File: config.mk
export PLATFORM = sky130hd
export DESIGN_NAME = calc_port_scheduler_flat
export DESIGN_NICKNAME = d
export VERILOG_FILES = /design/src/rtl/calc_port_scheduler_if.sv /design/src/rtl/calc_port_scheduler.sv /design/src/flat_wrapper.sv
export SDC_FILE = /design/constraint.sdc
export NUM_CORES = 1
export LEC_CHECK = 0
export BUFFER_PORTS_ARGS = -buffer_cell sky130_fd_sc_hd__buf_4
export CAP_MARGIN = 20
export CORE_AREA = 2 2 198 200
export CTS_BUF_LIST = sky130_fd_sc_hd__clkbuf_8
export CTS_CLUSTER_DIAMETER = 150
export CTS_CLUSTER_SIZE = 12
export DETAILED_ROUTE_END_ITERATION = 12
export DIE_AREA = 0 0 200 202
export PLACE_DENSITY = 0.73
export SYNTH_ARGS = -nofsm -noshare
export SYNTH_HDL_FRONTEND = slang
export SYNTH_SLANG_ARGS = --single-unit
export TNS_END_PERCENT = 1
File: constraint.sdc
create_clock -name c_clk -period 4.8 [get_ports c_clk]
set_input_delay 0.72 -clock c_clk [delete_from_list [all_inputs] [get_ports c_clk]]
set_output_delay 0.72 -clock c_clk [all_outputs]
set_load 0.05 [all_outputs]
File: src/rtl/calc_port_scheduler_if.sv
// Bus bundle for the calc port scheduler: four requester ports plus the tagged ALU link.
// The scheduler uses the slave view; the requesters/ALU environment uses the master view.
interface calc_port_scheduler_if #(
    parameter int DATA_W = 32
);
    logic [3:0]        req1_cmd_in, req2_cmd_in, req3_cmd_in, req4_cmd_in;
    logic [DATA_W-1:0] req1_data_in, req2_data_in, req3_data_in, req4_data_in;
    logic [DATA_W-1:0] out_data1, out_data2, out_data3, out_data4;
    logic [1:0]        out_resp1, out_resp2, out_resp3, out_resp4;
    logic              alu_req;
    logic [3:0]        alu_cmd;
    logic [DATA_W-1:0] alu_op1, alu_op2;
    logic [1:0]        alu_tag;
    logic              alu_ack;
    logic              alu_done;
    logic [1:0]        alu_done_tag;
    logic [DATA_W-1:0] alu_result;
    logic [1:0]        alu_resp;
    logic [3:0]        overrun;

    modport slave (
        input  req1_cmd_in, req2_cmd_in, req3_cmd_in, req4_cmd_in,
        input  req1_data_in, req2_data_in, req3_data_in, req4_data_in,
        output out_data1, out_data2, out_data3, out_data4,
        output out_resp1, out_resp2, out_resp3, out_resp4,
        output alu_req, alu_cmd, alu_op1, alu_op2, alu_tag,
        input  alu_ack, alu_done, alu_done_tag, alu_result, alu_resp,
        output overrun
    );

    modport master (
        output req1_cmd_in, req2_cmd_in, req3_cmd_in, req4_cmd_in,
        output req1_data_in, req2_data_in, req3_data_in, req4_data_in,
        input  out_data1, out_data2, out_data3, out_data4,
        input  out_resp1, out_resp2, out_resp3, out_resp4,
        input  alu_req, alu_cmd, alu_op1, alu_op2, alu_tag,
        output alu_ack, alu_done, alu_done_tag, alu_result, alu_resp,
        input  overrun
    );
endinterface

File: src/rtl/calc_port_scheduler.sv
// Shares one tagged two-operand ALU between four calc-protocol ports: capture, filter,
// round-robin issue, tagged completion routing and a per-request watchdog.
module calc_port_scheduler #(
    parameter int DATA_W  = 32,
    parameter int TIMEOUT = 64
) (
    input logic                  c_clk,
    input logic                  reset,
    calc_port_scheduler_if.slave bus
);
    localparam int WD_W = $clog2(TIMEOUT + 1) + 1;
    localparam logic [WD_W-1:0] WD_LAST = WD_W'((TIMEOUT > 0) ? TIMEOUT - 1 : 0);

    typedef enum logic [2:0] {IDLE, OP2, PEND, ISSUED, RESP} state_t;

    state_t            state_q [4];
    state_t            state_d [4];
    logic [3:0]        cmd_in  [4];
    logic [DATA_W-1:0] data_in [4];
    logic [3:0]        cmd_q   [4];
    logic [DATA_W-1:0] op1_q   [4];
    logic [DATA_W-1:0] op2_q   [4];
    logic [DATA_W-1:0] rdata_q [4];
    logic [1:0]        resp_q  [4];
    logic [WD_W-1:0]   wd_q    [4];
    logic [DATA_W-1:0] out_data [4];
    logic [1:0]        out_resp [4];
    logic [3:0]        pend, done_hit, expire, ovr_set, overrun_q;
    logic [1:0]        ptr_q, sel_q, sel;
    logic              lock_q, req, grant;

    function automatic logic valid_cmd(input logic [3:0] c);
        return (c == 4'd1) || (c == 4'd2) || (c == 4'd5) || (c == 4'd6);
    endfunction

    assign cmd_in[0]  = bus.req1_cmd_in;
    assign cmd_in[1]  = bus.req2_cmd_in;
    assign cmd_in[2]  = bus.req3_cmd_in;
    assign cmd_in[3]  = bus.req4_cmd_in;
    assign data_in[0] = bus.req1_data_in;
    assign data_in[1] = bus.req2_data_in;
    assign data_in[2] = bus.req3_data_in;
    assign data_in[3] = bus.req4_data_in;

    assign bus.out_data1 = out_data[0];
    assign bus.out_data2 = out_data[1];
    assign bus.out_data3 = out_data[2];
    assign bus.out_data4 = out_data[3];
    assign bus.out_resp1 = out_resp[0];
    assign bus.out_resp2 = out_resp[1];
    assign bus.out_resp3 = out_resp[2];
    assign bus.out_resp4 = out_resp[3];
    assign bus.overrun   = overrun_q;

    always_comb begin
        pend     = '0;
        done_hit = '0;
        expire   = '0;
        for (int p = 0; p < 4; p++) begin
            pend[p]     = (state_q[p] == PEND);
            done_hit[p] = bus.alu_done && (bus.alu_done_tag == 2'(p));
            expire[p]   = (TIMEOUT > 0) && (wd_q[p] >= WD_LAST);
            out_resp[p] = (state_q[p] == RESP) ? resp_q[p] : 2'd0;
            out_data[p] = (state_q[p] == RESP) ? rdata_q[p] : '0;
        end
    end

    // Once a request is shown without ack, the choice is frozen until accepted.
    always_comb begin
        sel = sel_q;
        if (!lock_q) begin
            sel = ptr_q;
            for (int k = 4; k >= 1; k--) begin
                if (pend[ptr_q + 2'(k)]) sel = ptr_q + 2'(k);
            end
        end
    end

    assign req         = |pend;
    assign grant       = req && bus.alu_ack;
    assign bus.alu_req = req;
    assign bus.alu_tag = req ? sel : 2'd0;
    assign bus.alu_cmd = req ? cmd_q[sel] : 4'd0;
    assign bus.alu_op1 = req ? op1_q[sel] : '0;
    assign bus.alu_op2 = req ? op2_q[sel] : '0;

    always_comb begin
        ovr_set = '0;
        for (int p = 0; p < 4; p++) begin
            state_d[p] = state_q[p];
            case (state_q[p])
                IDLE:    if (cmd_in[p] != 4'd0) state_d[p] = OP2;
                OP2:     state_d[p] = valid_cmd(cmd_q[p]) ? PEND : RESP;
                PEND:    if (grant && (sel == 2'(p))) state_d[p] = ISSUED;
                ISSUED:  if (done_hit[p] || expire[p]) state_d[p] = RESP;
                RESP:    state_d[p] = IDLE;
                default: state_d[p] = IDLE;
            endcase
            // Port N's overrun flag lives at bit N, so port 4 wraps onto bit 0.
            if ((cmd_in[p] != 4'd0) && (state_q[p] inside {PEND, ISSUED, RESP}))
                ovr_set[2'(p + 1)] = 1'b1;
        end
    end

    always_ff @(posedge c_clk) begin
        if (!reset) begin
            for (int p = 0; p < 4; p++) state_q[p] <= IDLE;
            ptr_q     <= 2'd3;
            sel_q     <= 2'd0;
            lock_q    <= 1'b0;
            overrun_q <= 4'd0;
        end else begin
            for (int p = 0; p < 4; p++) state_q[p] <= state_d[p];
            if (grant) ptr_q <= sel;
            sel_q     <= sel;
            lock_q    <= req && !bus.alu_ack;
            overrun_q <= overrun_q | ovr_set;
        end
    end

    // Payload registers carry no reset; every output is qualified by port state.
    always_ff @(posedge c_clk) begin
        for (int p = 0; p < 4; p++) begin
            case (state_q[p])
                IDLE: begin
                    if (cmd_in[p] != 4'd0) begin
                        cmd_q[p] <= cmd_in[p];
                        op1_q[p] <= data_in[p];
                    end
                end
                OP2: begin
                    op2_q[p]   <= data_in[p];
                    resp_q[p]  <= 2'd2;
                    rdata_q[p] <= '0;
                end
                PEND: wd_q[p] <= WD_W'(1);
                ISSUED: begin
                    wd_q[p] <= wd_q[p] + 1'b1;
                    if (done_hit[p]) begin
                        resp_q[p]  <= bus.alu_resp;
                        rdata_q[p] <= bus.alu_result;
                    end else begin
                        resp_q[p]  <= 2'd3;
                        rdata_q[p] <= '0;
                    end
                end
                default: ;
            endcase
        end
    end
endmodule

File: src/flat_wrapper.sv
// flat-port wrapper written by rule: the top's interface ports become plain ports
module calc_port_scheduler_flat 
#(
    parameter int DATA_W  = 32,
    parameter int TIMEOUT = 64
)
  (c_clk, reset, bus_req1_cmd_in, bus_req2_cmd_in, bus_req3_cmd_in, bus_req4_cmd_in, bus_req1_data_in, bus_req2_data_in, bus_req3_data_in, bus_req4_data_in, bus_out_data1, bus_out_data2, bus_out_data3, bus_out_data4, bus_out_resp1, bus_out_resp2, bus_out_resp3, bus_out_resp4, bus_alu_req, bus_alu_cmd, bus_alu_op1, bus_alu_op2, bus_alu_tag, bus_alu_ack, bus_alu_done, bus_alu_done_tag, bus_alu_result, bus_alu_resp, bus_overrun);
  calc_port_scheduler_if #(.DATA_W(DATA_W)) bus_i ();
  input logic c_clk;
  input logic reset;
  input wire logic [$bits(bus_i.req1_cmd_in)-1:0] bus_req1_cmd_in;
  input wire logic [$bits(bus_i.req2_cmd_in)-1:0] bus_req2_cmd_in;
  input wire logic [$bits(bus_i.req3_cmd_in)-1:0] bus_req3_cmd_in;
  input wire logic [$bits(bus_i.req4_cmd_in)-1:0] bus_req4_cmd_in;
  input wire logic [$bits(bus_i.req1_data_in)-1:0] bus_req1_data_in;
  input wire logic [$bits(bus_i.req2_data_in)-1:0] bus_req2_data_in;
  input wire logic [$bits(bus_i.req3_data_in)-1:0] bus_req3_data_in;
  input wire logic [$bits(bus_i.req4_data_in)-1:0] bus_req4_data_in;
  output wire logic [$bits(bus_i.out_data1)-1:0] bus_out_data1;
  output wire logic [$bits(bus_i.out_data2)-1:0] bus_out_data2;
  output wire logic [$bits(bus_i.out_data3)-1:0] bus_out_data3;
  output wire logic [$bits(bus_i.out_data4)-1:0] bus_out_data4;
  output wire logic [$bits(bus_i.out_resp1)-1:0] bus_out_resp1;
  output wire logic [$bits(bus_i.out_resp2)-1:0] bus_out_resp2;
  output wire logic [$bits(bus_i.out_resp3)-1:0] bus_out_resp3;
  output wire logic [$bits(bus_i.out_resp4)-1:0] bus_out_resp4;
  output wire logic [$bits(bus_i.alu_req)-1:0] bus_alu_req;
  output wire logic [$bits(bus_i.alu_cmd)-1:0] bus_alu_cmd;
  output wire logic [$bits(bus_i.alu_op1)-1:0] bus_alu_op1;
  output wire logic [$bits(bus_i.alu_op2)-1:0] bus_alu_op2;
  output wire logic [$bits(bus_i.alu_tag)-1:0] bus_alu_tag;
  input wire logic [$bits(bus_i.alu_ack)-1:0] bus_alu_ack;
  input wire logic [$bits(bus_i.alu_done)-1:0] bus_alu_done;
  input wire logic [$bits(bus_i.alu_done_tag)-1:0] bus_alu_done_tag;
  input wire logic [$bits(bus_i.alu_result)-1:0] bus_alu_result;
  input wire logic [$bits(bus_i.alu_resp)-1:0] bus_alu_resp;
  output wire logic [$bits(bus_i.overrun)-1:0] bus_overrun;
  assign bus_i.req1_cmd_in = bus_req1_cmd_in;
  assign bus_i.req2_cmd_in = bus_req2_cmd_in;
  assign bus_i.req3_cmd_in = bus_req3_cmd_in;
  assign bus_i.req4_cmd_in = bus_req4_cmd_in;
  assign bus_i.req1_data_in = bus_req1_data_in;
  assign bus_i.req2_data_in = bus_req2_data_in;
  assign bus_i.req3_data_in = bus_req3_data_in;
  assign bus_i.req4_data_in = bus_req4_data_in;
  assign bus_out_data1 = bus_i.out_data1;
  assign bus_out_data2 = bus_i.out_data2;
  assign bus_out_data3 = bus_i.out_data3;
  assign bus_out_data4 = bus_i.out_data4;
  assign bus_out_resp1 = bus_i.out_resp1;
  assign bus_out_resp2 = bus_i.out_resp2;
  assign bus_out_resp3 = bus_i.out_resp3;
  assign bus_out_resp4 = bus_i.out_resp4;
  assign bus_alu_req = bus_i.alu_req;
  assign bus_alu_cmd = bus_i.alu_cmd;
  assign bus_alu_op1 = bus_i.alu_op1;
  assign bus_alu_op2 = bus_i.alu_op2;
  assign bus_alu_tag = bus_i.alu_tag;
  assign bus_i.alu_ack = bus_alu_ack;
  assign bus_i.alu_done = bus_alu_done;
  assign bus_i.alu_done_tag = bus_alu_done_tag;
  assign bus_i.alu_result = bus_alu_result;
  assign bus_i.alu_resp = bus_alu_resp;
  assign bus_overrun = bus_i.overrun;
  calc_port_scheduler #(.DATA_W(DATA_W), .TIMEOUT(TIMEOUT)) u_core (.c_clk(c_clk), .reset(reset), .bus(bus_i));
endmodule
## Yosys cells after proc, flatten, opt, wreduce, memory -nomap -nowiden

Memory sizes are Yosys's and may differ from the RTL's.
Cells that the tools add are included.

- Register bits after elaboration: 9
- Memory bits (writable): 452
- Output and inout port bits: 211
- Logic and storage cells: 260
- Memories kept: 7

Memories:

| memory | depth | width | rd ports | clocked after Yosys merged registers in | wr ports | line | text |
|---|---|---|---|---|---|---|---|
| u_core.op1_q | 4 | 32 | 1 | 0 | 4 | calc_port_scheduler.sv:21 | `logic [DATA_W-1:0] op1_q [4];` |
| u_core.op2_q | 4 | 32 | 1 | 0 | 4 | calc_port_scheduler.sv:22 | `logic [DATA_W-1:0] op2_q [4];` |
| u_core.rdata_q | 4 | 32 | 4 | 0 | 4 | calc_port_scheduler.sv:23 | `logic [DATA_W-1:0] rdata_q [4];` |
| u_core.wd_q | 4 | 8 | 4 | 0 | 4 | calc_port_scheduler.sv:25 | `logic [WD_W-1:0] wd_q [4];` |
| u_core.cmd_q | 4 | 4 | 5 | 0 | 4 | calc_port_scheduler.sv:20 | `logic [3:0] cmd_q [4];` |
| u_core.state_q | 4 | 3 | 4 | 0 | 4 | calc_port_scheduler.sv:16 | `state_t state_q [4];` |
| +1 memories | -- | -- | -- | -- | -- | -- |  |

- $add $sub $neg: 7
- Order comparisons: 7
- Equality and inequality tests: 38
- Muxes and demuxes: 130
- Bitwise logic cells: 25
- Reductions and logical operators: 42

Operators by type and width:

| operator | number |
|---|---|
| 32-bit 2-to-1 mux | 14 |
| 1-bit 2-to-1 mux | 67 |
| 3-bit 2-to-1 mux | 20 |
| 3-bit case mux with 4 select lines | 4 |
| 2-bit 2-to-1 mux | 17 |
| 8-bit by 1-bit adder with 8-bit output (second input constant) | 4 |
| 4-bit by 3-bit equality test with 1-bit output (second input constant) | 8 |
| 8-bit by 6-bit greater-or-equal comparator with 1-bit output (second input constant) | 4 |
| 8-bit 2-to-1 mux | 4 |
| 3-bit by 2-bit equality test with 1-bit output (second input constant) | 8 |
| 1-bit OR | 24 |
| 4-bit by 1-bit equality test with 1-bit output (second input constant) | 4 |
| 4-bit by 2-bit equality test with 1-bit output (second input constant) | 4 |
| 1-bit logical OR | 16 |
| 4-bit nonzero test | 4 |
| 3-bit by 1-bit equality test with 1-bit output (second input constant) | 4 |
| 3-bit equality test (second input constant) | 4 |
| 1-bit logical AND | 12 |
| 3-bit zero test | 4 |
| 2-bit by 3-bit less-than comparator with 1-bit output (second input constant) | 3 |
| 2-bit equality test (second input constant) | 4 |
| 1-bit binary-select mux with 2-bit select | 3 |
| 3-bit nonzero test | 2 |
| 2-bit adder (second input constant) | 2 |
| other kinds (7) | 9 |

## Logic depth before layout (Yosys ltp)

An unclocked memory read counts as a cell.

- Word-level depth: 13
- Depth in mapped cells: 9
- Mapped depth without buffers: 8

## Least setup slack after synthesis

Ideal clock, no wire load.

- Path kind: input to register
- From: input port bus_req1_cmd_in[0]
- To: memory u_core.cmd_q[0][0], enable pin
- Setup time: 0.523 ns
- Arrival: 4.271 ns
- Setup slack: 0.007 ns
- Cell stages on the path: 2
- Cell sequence: nor4_1 nor4_1

RTL lines:

| element | line | text |
|---|---|---|
| start: declaration | flat_wrapper.sv:11 | `input wire logic [$bits(bus_i.req1_cmd_in)-1:0] bus_req1_cmd_in;` |
| end: declaration | calc_port_scheduler.sv:20 |  |

==> metrics.md <==
| Metric | Value |
|---|---|
| Outcome | `finished, final reports clean` |
| Die extent in y | `202 µm` |
| Slew at the pin closest to its max-slew limit | `999 ps` |
| Final Hold Viols | `0` |
| Total track usage | `0.247` |
| CP Class | `flop to output port` |
| Post-synthesis xor/xnor area fraction | `0.0130` |
| Storage cell area | `0.0136 mm²` |
| Startpoint types | `flop` |
| Clock buffer depth | `3` |
| Ys flop type | `edfxtp_1` |
| Multi-input gate area | `0.00504 mm²` |
| Final #Nets | `1877` |
| Crit path time final | `4620 ps` |
| DRT Wirelength | `50.5 mm` |
| Die area | `0.0404 mm²` |
| Simple-gate share of the synthesized area | `0.162` |
| Total CTS buffers | `44` |
| RePlAce Congestion | `0.843` |
| Overall overflow remaining after global route | `0` |
| RSZ-0062 raised after global routing | `false` |
| Clk_lat worst skew | `630 ps` |
| Upper clock frequency limit | `217 MHz` |
| Setup WS post-layout | `182 ps` |
| Detailed Routing Iterations Pass 1 | `5` |
| Htree depth | `2` |
| Share of layout cells above drive strength 1 | `0.294` |
| Max IR drop VDD | `426 µV` |
| Largest net degree at the start of global routing | `53` |
| Power Dens Cells | `485 mW/mm²` |
| Initial Util | `0.493` |
| Async set or reset register ratio after synthesis | `0` |
| Filler cell count | `2945` |
| Adder-Cell Fraction of Synth Area | `0.00265` |
| Syn-to-layout area delta | `23.5%` |
| Number of flops mapped to enable cells by yosys | `440` |
| Mapped Cells | `1288` |
| Final Setup Violations | `0` |
| Detail Route Antenna Nets | `0` |
| Multiplexer share of the synthesized area | `0.0303` |
| Post-DR vias/cell | `5.41` |
| Initial antenna violation count | `5` |
| Clock root cell | `clkbuf_8` |
| Post-synthesis register bit count | `459` |
| Routed via count | `12165` |
| P_leak | `9.13 nW` |
| Final core occ | `0.608` |
| Number of global-route vias before repair | `12253` |
| Worst Setup End Kind | `output port` |
| Seq/Total Area, Yosys | `0.721` |
| Largest family of logic cells by synthesized area | `simple AND/OR/NAND/NOR gates` |
| Clock sink total | `459` |
| Complex-gate fraction of the synthesized area | `0.0524` |
| Drt drc | `0` |
| Port Buffer Count | `392` |
| Post-Syn Area | `0.0189 mm²` |
| TritonCTS clock tree | `done` |
| Drt wl/cell | `22.5 µm` |
| Tcrit/Tclk final | `0.962` |
| Crit path DAT | `3900 ps` |
| Setup_tns | `0 ps` |
| Global-route wire length before repair | `73.9 mm` |
| Headroom to the max-slew limit | `0.333` |
| FP Rows | `72` |
| Core footprint | `0.0383 mm²` |
| Clk_skew | `31.5 ps` |
| I/O pins | `395` |
| Syn_area_per_cell | `14.6 µm²` |
| Post-synthesis cell type count | `72` |
| Dpl ws | `677 ps` |
| Pins Over Slew Limit | `0` |
| Class of the worst hold path | `primary input to flop` |
| Critical-path maximum fanout | `24` |
| Max cap viols | `0` |
| Chip width | `200 µm` |
| Critical path data required time | `4080 ps` |
| Reg clk slew, reported paths | `90 ps` |
| Synth warn | `0` |
| Min Hold Slack | `267 ps` |
| DP HPWL | `34.0 mm` |
| DRT iter0 DRCs | `1005` |
[area by class of cell]
type,instances,share of cell area
tap,518,0.0278
antenna,5,0.000537
clock inverter,38,0.00714
sequential,459,0.584
clock buffer,44,0.0260
timing repair buffer,422,0.137
inverter,9,0.00145
multi-input combinational,753,0.216
[registers in the layout (all words and copies together), names as in the netlist]
signal	cells
u_core.lock_q	1
u_core.op2_q	128
u_core.state_q	12
u_core.bus.overrun	2
u_core.op1_q	128
u_core.cmd_q	16
u_core.sel_q	2
u_core.rdata_q	128
u_core.wd_q	32
u_core.ptr_q	2
u_core.resp_q	8
[where the power goes]
group / internal (mW) / switching, mW
clock network: 0.873 / 1.31
logic: 0.995 / 2.58
registers: 5.30 / 0.244
[cell usage after synthesis, types with 3 or more instances]
library cell / number / share of area
ha_1: 4 / 0.0027
xnor2_1: 13 / 0.0060
nor2b_1: 9 / 0.0030
a32oi_1: 6 / 0.0028
a221o_1: 7 / 0.0037
nand4b_1: 3 / 0.0014
o211ai_1: 58 / 0.023
edfxtp_1: 440 / 0.70
buf_4: 8 / 0.0032
nand2_1: 60 / 0.012
nor3_1: 4 / 0.0011
inv_1: 5 / 0.0010
a31oi_1: 4 / 0.0013
buf_2: 16 / 0.0042
or3_1: 5 / 0.0017
dfxtp_1: 19 / 0.020
nor4_1: 6 / 0.0020
nor3b_1: 4 / 0.0016
nand3_1: 88 / 0.023
xor2_1: 15 / 0.0070
and3_1: 12 / 0.0040
and2_1: 268 / 0.089
a22oi_1: 7 / 0.0028
a32o_1: 7 / 0.0037
a21oi_1: 8 / 0.0021
nor2_1: 60 / 0.012
inv_2: 3 / 0.00060
mux2i_1: 56 / 0.030
clkbuf_1: 41 / 0.0082
[what timing repair did]
item | 4_1_cts | 5_1_grt
setup endpoints to repair | 2 | 0
gates resized for setup | 1 | 0
setup buffers | 0 | 0
hold buffers | 0 | 0
[stage by stage]
step	instance area, µm²	power [mW]	instances
2_1_floorplan	18900	7.90	1289
3_3_place_gp	22500	9.14	2160
3_5_place_dp	22500	9.20	2160
4_1_cts	23300	11.4	2242
5_1_grt	23300	11.7	2248
6_report	23300	11.3	2248
[routing by layer]
layer,up-vias,part of all wire,GRT usage
li1,5547,-,-
met1,5934,0.39,0.309
met2,571,0.49,0.408
met3,113,0.089,0.0684
met4,0,0.037,0.0981
met5,-,0,0
[critical path, stage by stage, from the launching register on]
cell	delay [ps]
dfxtp_1	490
nor3b_2	650
nor4bb_2	180
a211o_1	340
o2bb2ai_4	580
buf_4	400
a22oi_1	140
a21oi_1	210
buf_4	250
[final timing paths]
| path | start | end | slack (ps) | cells after the start |
|---|---|---|---|---|
| max | u_core.state_q[0][1] | bus_alu_op2[7] | 180 | 8 |
| min | bus_req1_data_in[12] | u_core.op1_q[0][12] | 270 | 1 |
| max reg2reg | u_core.state_q[3][0] | u_core.state_q[2][1] | 1390 | 8 |
| min reg2reg | u_core.bus.overrun[0] | u_core.bus.overrun[0] | 500 | 2 |
[placed cells by master (no fill, tap or decap), types with 3 or more instances in the layout]
cell	Yosys	routed
mux2i_1	56	56
nor2b_1	9	4
edfxtp_1	440	440
o211ai_1	58	58
and2_1	268	267
nor2_1	60	58
dfxtp_1	19	19
buf_4	8	420
nor3_1	4	3
xor2_1	15	15
diode_2	0	5
and3_1	12	12
or3_1	5	5
a31oi_1	4	4
clkbuf_8	0	44
nand4b_1	3	3
inv_1	5	39
inv_2	3	3
a22oi_1	7	7
xnor2_1	13	13
nand3_1	88	88
a32oi_1	6	6
nor4_2	0	3
a21oi_1	8	8
a221o_1	7	7
nor4_1	6	3
a32o_1	7	7
nor3b_2	2	6
nand2_1	60	60
nor2b_4	0	5
ha_1	4	4
[logic make-up (layout without fill, tap and decap cells)]
| kind of cell | count (synthesis) | count (layout) |
|---|---|---|
| DFF | 459 | 459 |
| other | 1 | 7 |
| xor gates and xnor gates | 28 | 28 |
| buffers and inverters | 77 | 513 |
| adders and majority gates | 4 | 4 |
| muxes | 57 | 57 |
| and+or+nand+nor | 541 | 541 |
| AOI/OAI and AO/OA | 121 | 121 |
Power figures use the tool's default switching activity.
